**src/rtl/sad_accum.sv**
```systemverilog
// sad_accum -- per-flux sum-of-absolute-differences accumulator.
//
// Sits downstream of the delay actor. Each cycle at most one flux fires:
// one sample is popped from its current-pel FIFO and one from its delayed-pel
// FIFO in the same cycle. |cur - dly| is added into that flux's accumulator.
// When BLOCK_LEN samples have been summed, one {tag, sad} word is pushed to the
// output FIFO in the cycle the last sample is read. FLUX fluxes are
// interleaved with fixed priority, and the lowest index wins.
//
// Build option: SAD_ACCUM_SATURATE_EN
//   defined     -> the accumulator and result clamp to 2**OUT_WIDTH-1
//   not defined -> the accumulator and result wrap modulo 2**OUT_WIDTH
//
// Ports
//   clk                        rising-edge clock
//   rst                        asynchronous, active-high reset
//   read_port_in_cur_empty     per-flux empty flags, current-pel FIFO
//   read_port_in_cur_dout      head word of the flux being popped ({tag, pel})
//   read_port_in_cur_read      one-hot pop, current-pel FIFO
//   read_port_in_dly_empty     per-flux empty flags, delayed-pel FIFO
//   read_port_in_dly_dout      head word of the flux being popped ({tag, pel})
//   read_port_in_dly_read      one-hot pop, delayed-pel FIFO
//   write_port_out_sad_full    per-flux full flags, output FIFO
//   write_port_out_sad_write   push strobe
//   write_port_out_sad_din     {tag, sad}

module sad_accum #(
  parameter int FLUX       = 2,
  parameter int DATA_WIDTH = 8,
  parameter int BLOCK_LEN  = 8,
  parameter int OUT_WIDTH  = 12,
  localparam int TAG_WIDTH = (FLUX > 1) ? $clog2(FLUX) : 1,
  localparam int CNT_WIDTH = (BLOCK_LEN > 1) ? $clog2(BLOCK_LEN) : 1
) (
  input  logic                           clk,
  input  logic                           rst,
  input  logic [FLUX-1:0]                read_port_in_cur_empty,
  input  logic [TAG_WIDTH+DATA_WIDTH-1:0] read_port_in_cur_dout,
  output logic [FLUX-1:0]                read_port_in_cur_read,
  input  logic [FLUX-1:0]                read_port_in_dly_empty,
  input  logic [TAG_WIDTH+DATA_WIDTH-1:0] read_port_in_dly_dout,
  output logic [FLUX-1:0]                read_port_in_dly_read,
  input  logic [FLUX-1:0]                write_port_out_sad_full,
  output logic                           write_port_out_sad_write,
  output logic [TAG_WIDTH+OUT_WIDTH-1:0] write_port_out_sad_din
);

  typedef enum logic {ST_ACC, ST_LAST} flux_state_t;

  localparam logic [CNT_WIDTH-1:0] LAST_CNT = CNT_WIDTH'(BLOCK_LEN - 1);

  logic [CNT_WIDTH-1:0]  cnt [FLUX];
  logic [OUT_WIDTH-1:0]  acc [FLUX];
  flux_state_t           st  [FLUX];

  logic [FLUX-1:0]       elig;
  logic                  fire;
  logic                  sel_last;
  logic [TAG_WIDTH-1:0]  tag;

  logic [DATA_WIDTH-1:0] cur_pel;
  logic [DATA_WIDTH-1:0] dly_pel;
  logic [DATA_WIDTH-1:0] diff;
  logic [OUT_WIDTH:0]    sum;
  logic [OUT_WIDTH-1:0]  final_sum;
  logic                  unused_bits;

  // The flux state is a pure decode of the sample counter. This keeps the counter
  // as the only stored per-flux control state.
  always_comb begin
    for (int f = 0; f < FLUX; f++) begin
      st[f] = (cnt[f] == LAST_CNT) ? ST_LAST : ST_ACC;
    end
  end

  // Eligibility and fixed-priority selection. The loop scans downward so that
  // the lowest eligible index is the last one written. Only a LAST sample waits
  // for output space. Reset forces the block idle without a clock edge.
  always_comb begin
    elig = '0;
    fire = 1'b0;
    tag  = '0;
    for (int f = FLUX - 1; f >= 0; f--) begin
      elig[f] = !read_port_in_cur_empty[f] && !read_port_in_dly_empty[f] &&
                ((st[f] == ST_ACC) || !write_port_out_sad_full[f]);
      if (elig[f]) begin
        fire = 1'b1;
        tag  = TAG_WIDTH'(f);
      end
    end
    if (rst) begin
      fire = 1'b0;
    end
    sel_last = (st[tag] == ST_LAST);
  end

  // Absolute difference and accumulation. The extra carry bit of sum selects
  // between wrap and clamp behaviour.
  always_comb begin
    cur_pel = read_port_in_cur_dout[DATA_WIDTH-1:0];
    dly_pel = read_port_in_dly_dout[DATA_WIDTH-1:0];
    diff    = (cur_pel >= dly_pel) ? (cur_pel - dly_pel) : (dly_pel - cur_pel);
    sum     = {1'b0, acc[tag]} + (OUT_WIDTH+1)'(diff);
`ifdef SAD_ACCUM_SATURATE_EN
    final_sum = sum[OUT_WIDTH] ? {OUT_WIDTH{1'b1}} : sum[OUT_WIDTH-1:0];
`else
    final_sum = sum[OUT_WIDTH-1:0];
`endif
  end

  // The tag fields of the input words are not needed. The flux is already known
  // from the arbiter.
  assign unused_bits = ^{read_port_in_cur_dout[TAG_WIDTH+DATA_WIDTH-1:DATA_WIDTH],
                         read_port_in_dly_dout[TAG_WIDTH+DATA_WIDTH-1:DATA_WIDTH],
                         sum[OUT_WIDTH]};

  // Both pops share one strobe, so the two sides of a flux can never drift apart.
  // The result word is presented in the same cycle as the last sample's reads.
  always_comb begin
    read_port_in_cur_read    = fire ? (FLUX'(1) << tag) : '0;
    read_port_in_dly_read    = fire ? (FLUX'(1) << tag) : '0;
    write_port_out_sad_write = fire && sel_last;
    write_port_out_sad_din   = write_port_out_sad_write ? {tag, final_sum} : 'x;
  end

  // Per-flux counter and accumulator. Only the selected flux moves. A LAST fire
  // clears that flux so that its next sample starts a fresh block.
  always_ff @(posedge clk or posedge rst) begin
    if (rst) begin
      for (int f = 0; f < FLUX; f++) begin
        cnt[f] <= '0;
        acc[f] <= '0;
      end
    end else if (fire) begin
      if (sel_last) begin
        cnt[tag] <= '0;
        acc[tag] <= '0;
      end else begin
        cnt[tag] <= cnt[tag] + CNT_WIDTH'(1);
        acc[tag] <= final_sum;
      end
    end
  end

endmodule
```
**config.mk**
```make
export PLATFORM = sky130hd
export DESIGN_NAME = sad_accum
export DESIGN_NICKNAME = d
export VERILOG_FILES = /design/src/rtl/sad_accum.sv
export SDC_FILE = /design/constraint.sdc
export NUM_CORES = 1
export LEC_CHECK = 0
export CORE_MARGIN = 2
export CORE_UTILIZATION = 58
export CTS_BUF_LIST = sky130_fd_sc_hd__clkbuf_4 sky130_fd_sc_hd__clkbuf_8 sky130_fd_sc_hd__clkbuf_16
export CTS_CLUSTER_DIAMETER = 80
export DETAILED_ROUTE_END_ITERATION = 12
export PLACE_DENSITY = 0.86
export SYNTH_ARGS = -nofsm -noshare
export SYNTH_HDL_FRONTEND = slang
export SYNTH_SLANG_ARGS = --single-unit
```
**constraint.sdc**
```tcl
create_clock -name clk -period 9.9 [get_ports clk]
set_input_delay 1.98 -clock clk [delete_from_list [all_inputs] [get_ports clk]]
set_output_delay 1.98 -clock clk [all_outputs]
set_load 0.02 [all_outputs]
```
==> metrics, run 1 <==
Synth cell types 48; Power Dens Cells 303 mW/mm^2; CTS tree yes; layout cells sized above 1 9.25%; Startpoint Class input port; Synth Instances 295; CTS Buf Count 5; via count 2258; num rows 24; Die Height 70.8 um; main flop type after synthesis dfrtp_1; DR iter-0 viols 162; dpl cells 379; Setup-failing EPs final 0; most common cell in the netlist inv_1; total power 0.954 mW; GRT overflow 0; Post-synth EDFFs 0; Core Region 0.00432 sq mm; vias in the first global route 2180; syn avg cell area 8.77 sq um; switching pwr 0.408 mW; vias per cell 5.83; Hold WS 0.483 ns; first-pass GRT wire length 10.0 mm; TritonRoute pass-1 iters 5; DRT antenna net count 0; post-CTS sizing 0; max-cap viol count 0; Clock Sinks 30; Final Non-Filler Cells 387; Post-synth ARST share 100%; slowest stage delay, CP 0.64 ns; Crit Path Max Fanout 8; P_leak 1.50 nW; clock tree buffer depth 2; clk slew on worst S/H paths 0.07 ns; clock network power share 16.5%; Slew Viols, Final 0; IO buf count 41; clk_lat worst skew 0.29 ns; hold_sp acc[13]; antenna diode count 0; global placer's final weighted congestion 0.885; Routed wire per std cell 15.1 um; drt drc 0; Synth Register Bits 30; Max VDD drop 0.000247 V; final WL 5.83 mm; fin area 0.00315 sq mm; clock skew 0.00763 ns; Post-DP Area 0.00301 sq mm; # hold bufs at CTS 0; Seq/Total Area, Yosys 29.0%; worst path required time 7.92 ns; Starting Density 59.8%; Tot GR Track Use 24.7%; number of H-tree levels 2; Hold Path Class flip-flop to flip-flop; Worst Tran Pin Value 0.803 ns; Crit. Startpoint read_port_in_cur_dout[0]; Synth area leaders dfrtp_1 29%, ha_1 12%, inv_1 5.4%, mux2_2 4.8%, a21oi_1 4.6%; status complete, no violations; Slew Limit Headroom 46.4%; Post-DP HPWL 4.26 mm; Final Critical Period 8.89 ns; internal power 0.546 mW; CP cell instances clkdlybuf4s50_1 -> inv_1 -> ha_1 -> inv_1 -> fa_1 -> a21oi_1 -> o2111ai_1 -> a221o_1 -> mux2_4 -> a31oi_1 -> xnor2_1 -> ha_1 -> a21oi_1 -> o21bai_1 -> o311ai_1 -> xor2_1 -> clkdlybuf4s50_1; Final period util 89.8%; NumNets Final 387; CP max stage cell clkdlybuf4s50_1; WS Path Type input port to output pin; initial antenna violation count 0; area leader, netlist dfrtp_1; RR Startpoint cnt[5]; Worst Path Arrival 6.91 ns; Layout area overhead 22.0%; largest net degree at the start of global routing 33; post-CTS setup repair buffer count 0; Flop pwr share 23.4%; Root Buffer Master clkbuf_8; syn_nets 348; setup TNS 0 ns; Synth top area share 29.0%; RSZ-0062 raised after global routing false; Sw Share 42.8%; I/O pin cnt 44; post-synthesis cell area 0.00259 sq mm; f_max 113 MHz; combinational share of power 60.1%; reg2reg setup slack 5.98 ns; CP Capture Type output pin; DIE AREA 0.00501 sq mm; Ys Warns 0; Die X-Extent 70.8 um; Final Hold Fails 0; Commonest cells post-synth 37 x inv_1, 30 x dfrtp_1, 29 x nand2_1
cell families (layout without fill, tap and decap cells):
logic type,after synthesis,in the layout,synth area share [%]
flops,30,30,29.0
simple gates,71,71,13.0
xor+xnor,15,15,5.08
buf+inv,49,89,8.18
fa+ha+maj,27,27,13.9
mux,24,24,10.2
compound gates,79,79,20.6
state kept, by name, indices dropped and copies added, names as in the netlist:
register  flops
acc          24
cnt           6
power by group through the flow:
stage / logic (mW) / clock network [mW] / registers [mW]
floorplan: 0.387 / 0 / 0.209
global placement: 0.549 / 0 / 0.218
detailed placement: 0.565 / 0 / 0.222
CTS: 0.573 / 0.158 / 0.222
global route: 0.624 / 0.162 / 0.231
finish: 0.574 / 0.157 / 0.223
cells in the final DEF (no fill, tap or decap), types with 4 or more instances in the layout:
master,Yosys,routed
mux2i_1,11,11
a21o_1,4,4
nand2_1,29,29
clkdlybuf4s50_1,0,41
inv_1,37,37
xor2_1,4,4
nand3_1,9,9
dfrtp_1,30,30
ha_1,24,24
xnor2_1,11,11
a22o_1,10,10
nor2_1,13,13
o21ai_0,17,17
mux2_2,11,11
a21oi_1,24,24
o31ai_1,6,6
o22ai_1,4,4
clkbuf_8,0,6
metal layers:
metal  wire [um]  vias to the layer above  track usage (%)
met5           0                        -                0
met4          50                        0             7.76
met3         240                        6             3.99
met2        2960                       57             42.1
met1        2570                     1085             32.4
li1            -                     1110                -
worst paths after layout:
| path | cells after the start | end |
|---|---|---|
| worst max register to register | 11 | acc[10] |
| max in group asynchronous | 3 | acc[19] |
| worst min-delay path | 2 | acc[13] |
| worst max-delay path | 17 | write_port_out_sad_din[10] |
| worst min register to register | 2 | acc[13] |
| min in group asynchronous | 3 | cnt[4] |
layout make-up:
cell class              instances  area (sq um)
inverters                      37           139
fillers                       331          1170
well taps                      52          65.1
clock buffers                   6          82.6
flip-flops and latches         30           751
clock inverters                 2          60.1
repair buffers                 44           433
multi-input cells             216          1620
worst max-delay path, delay by kind of cell:
kind            cells  cell delay (ns)
fa+ha+maj           3             0.92
buf+inv             4             1.18
xor+xnor            2             0.36
mux                 1             0.37
compound gates      7             2.10
through the flow:
stage | setup WS, ns | util, %
after floorplan | 2.36 | -
after global placement | 1.18 | 69.6
after detailed placement | 1.14 | 69.6
after CTS | 1.07 | 72.9
after global routing | 0.709 | 72.9
final | 1.01 | 72.9
No activity file was read; power rests on OpenSTA's default activity.
==> run 2, diff against run 1 <==
Settings changed: HOLD_SLACK_MARGIN set to 0.08.
==> results of run 2 <==
Final layout, timing and power as in run 1 (identical DEF).
==> run 3, diff against run 2 <==
Settings changed: GPL_TIMING_DRIVEN set to 0.
==> metrics, run 3 (synthesis gave the netlist of run 1 again) <==
Clock Sinks 30; Hold Path Class flip-flop to flip-flop; slowest stage delay, CP 0.64 ns; # hold bufs at CTS 0; Routed wire per std cell 14.9 um; fill count 344; P_leak 1.52 nW; Slew Limit Headroom 56.4%; Slew Viols, Final 0; CTS Buf Count 5; clk_lat worst skew 0.29 ns; WS Path Type input port to output pin; CP bufs+invs 6; clk slew on worst S/H paths 0.07 ns; Crit Path Max Fanout 8; IO buf count 41; Final period util 90.0%; Biggest register acc; I/O pin cnt 44; Setup-failing EPs final 0; biggest regs acc: 24 flops, cnt: 6 flops; post-CTS setup repair buffer count 0; Largest register FFs 24; DR iter-0 viols 170; Worst Path Arrival 6.93 ns; clock skew 0.00594 ns; layout cells sized above 1 10.1%; NumNets Final 397; FF-to-FF path depth 14; final WL 5.93 mm; Starting Density 59.8%; Hold WS 0.474 ns; fin area 0.00318 sq mm; antenna diode count 0; CP Capture Type output pin; worst path required time 7.92 ns; vias per cell 5.87; family with the most delay on the worst path compound AO/OA/AOI/OAI gates; Final Hold Fails 0; number of H-tree levels 2; first-pass GRT wire length 10.2 mm; total power 0.903 mW; Core Region 0.00432 sq mm; Die Height 70.8 um; TritonRoute pass-1 iters 4; Max VDD drop 0.000244 V; RR Startpoint cnt[5]; global placer's final weighted congestion 0.889; commonest non-fill, non-tap cells in the layout 41 x clkdlybuf4s50_1, 36 x inv_1, 30 x dfrtp_1; num rows 24; Setup crit end write_port_out_sad_din[10]; commonest non-fill, non-tap cell in the layout clkdlybuf4s50_1; Crit. Startpoint read_port_in_cur_dout[0]; CP cell instances clkdlybuf4s50_1 -> inv_1 -> ha_1 -> inv_1 -> fa_1 -> a21oi_1 -> o2111ai_1 -> a221o_1 -> buf_6 -> mux2_4 -> a31oi_1 -> xnor2_1 -> ha_1 -> clkbuf_1 -> a21oi_1 -> o21bai_1 -> nand2b_1 -> o311ai_1 -> xor2_1 -> clkdlybuf4s50_1; Layout area overhead 23.1%; via count 2329; Final Critical Period 8.91 ns; reg2reg end acc[6]; Worst Tran Pin Value 0.643 ns; reg2reg setup slack 5.91 ns; DIE AREA 0.00501 sq mm; Post-DP Area 0.00306 sq mm; Tot GR Track Use 25.2%; largest net degree at the start of global routing 33; RSZ-0062 raised after global routing false; CTS tree yes; vias in the first global route 2352; Post-DP HPWL 4.53 mm; initial antenna violation count 0; f_max 112 MHz; post-CTS sizing 0; GRT overflow 0; Die X-Extent 70.8 um; Root Buffer Master clkbuf_8; CP max stage cell clkdlybuf4s50_1; max-cap viol count 0; DRT antenna net count 0; Startpoint Class input port; status complete, no violations; clock tree buffer depth 2; Power Dens Cells 283 mW/mm^2; WP depth 20; drt drc 0; setup TNS 0 ns
[run 3: worst min path at each step]
stage               cells past startpoint      to  slack [ns]    from
floorplan                               2  acc[4]        0.43  acc[4]
global placement                        2  acc[4]        0.45  acc[4]
detailed placement                      2  acc[4]        0.45  acc[4]
CTS                                     2  acc[4]        0.47  acc[4]
global route                            2  acc[3]        0.50  acc[3]
finish                                  2  acc[4]        0.47  acc[4]
[run 3: cell type report]
| class | count | area [sq um] | area share [%] |
|---|---|---|---|
| plain buffers | 12 | 72.6 | 2.28 |
| multi-input cells | 216 | 1620 | 51.0 |
| repair buffers | 42 | 438 | 13.8 |
| inverters | 37 | 139 | 4.36 |
| well taps | 52 | 65.1 | 2.04 |
| clock buffers | 7 | 90.1 | 2.83 |
| clock inverters | 1 | 5.00 | 0.157 |
| flip-flops and latches | 30 | 751 | 23.6 |
[run 3: power breakdown]
group | total (mW) | internal (mW) | switching [mW]
registers | 0.221 | 0.180 | 0.0417
clock network | 0.107 | 0.0588 | 0.0482
logic | 0.574 | 0.262 | 0.312
[run 3: per-layer routing]
layer | global-route usage, % | wire length [um]
met1 | 29.9 | 2480
met2 | 43.9 | 3040
met3 | 5.70 | 269
met4 | 10.3 | 139
met5 | 0 | 0
[run 3: stage by stage]
stage	std cells	setup slack, ns	util (%)
finish	397	0.987	73.6
global route	397	0.620	73.6
CTS	396	1.05	73.0
detailed placement	388	1.05	70.8
global placement	388	1.14	70.8
floorplan	295	2.36	-
[run 3: worst min-delay path: cells and delay by family, from the launching register on]
family           cells  cell delay [ns]
AND/OR/NAND/NOR      2             0.10
flip-flops           1             0.35
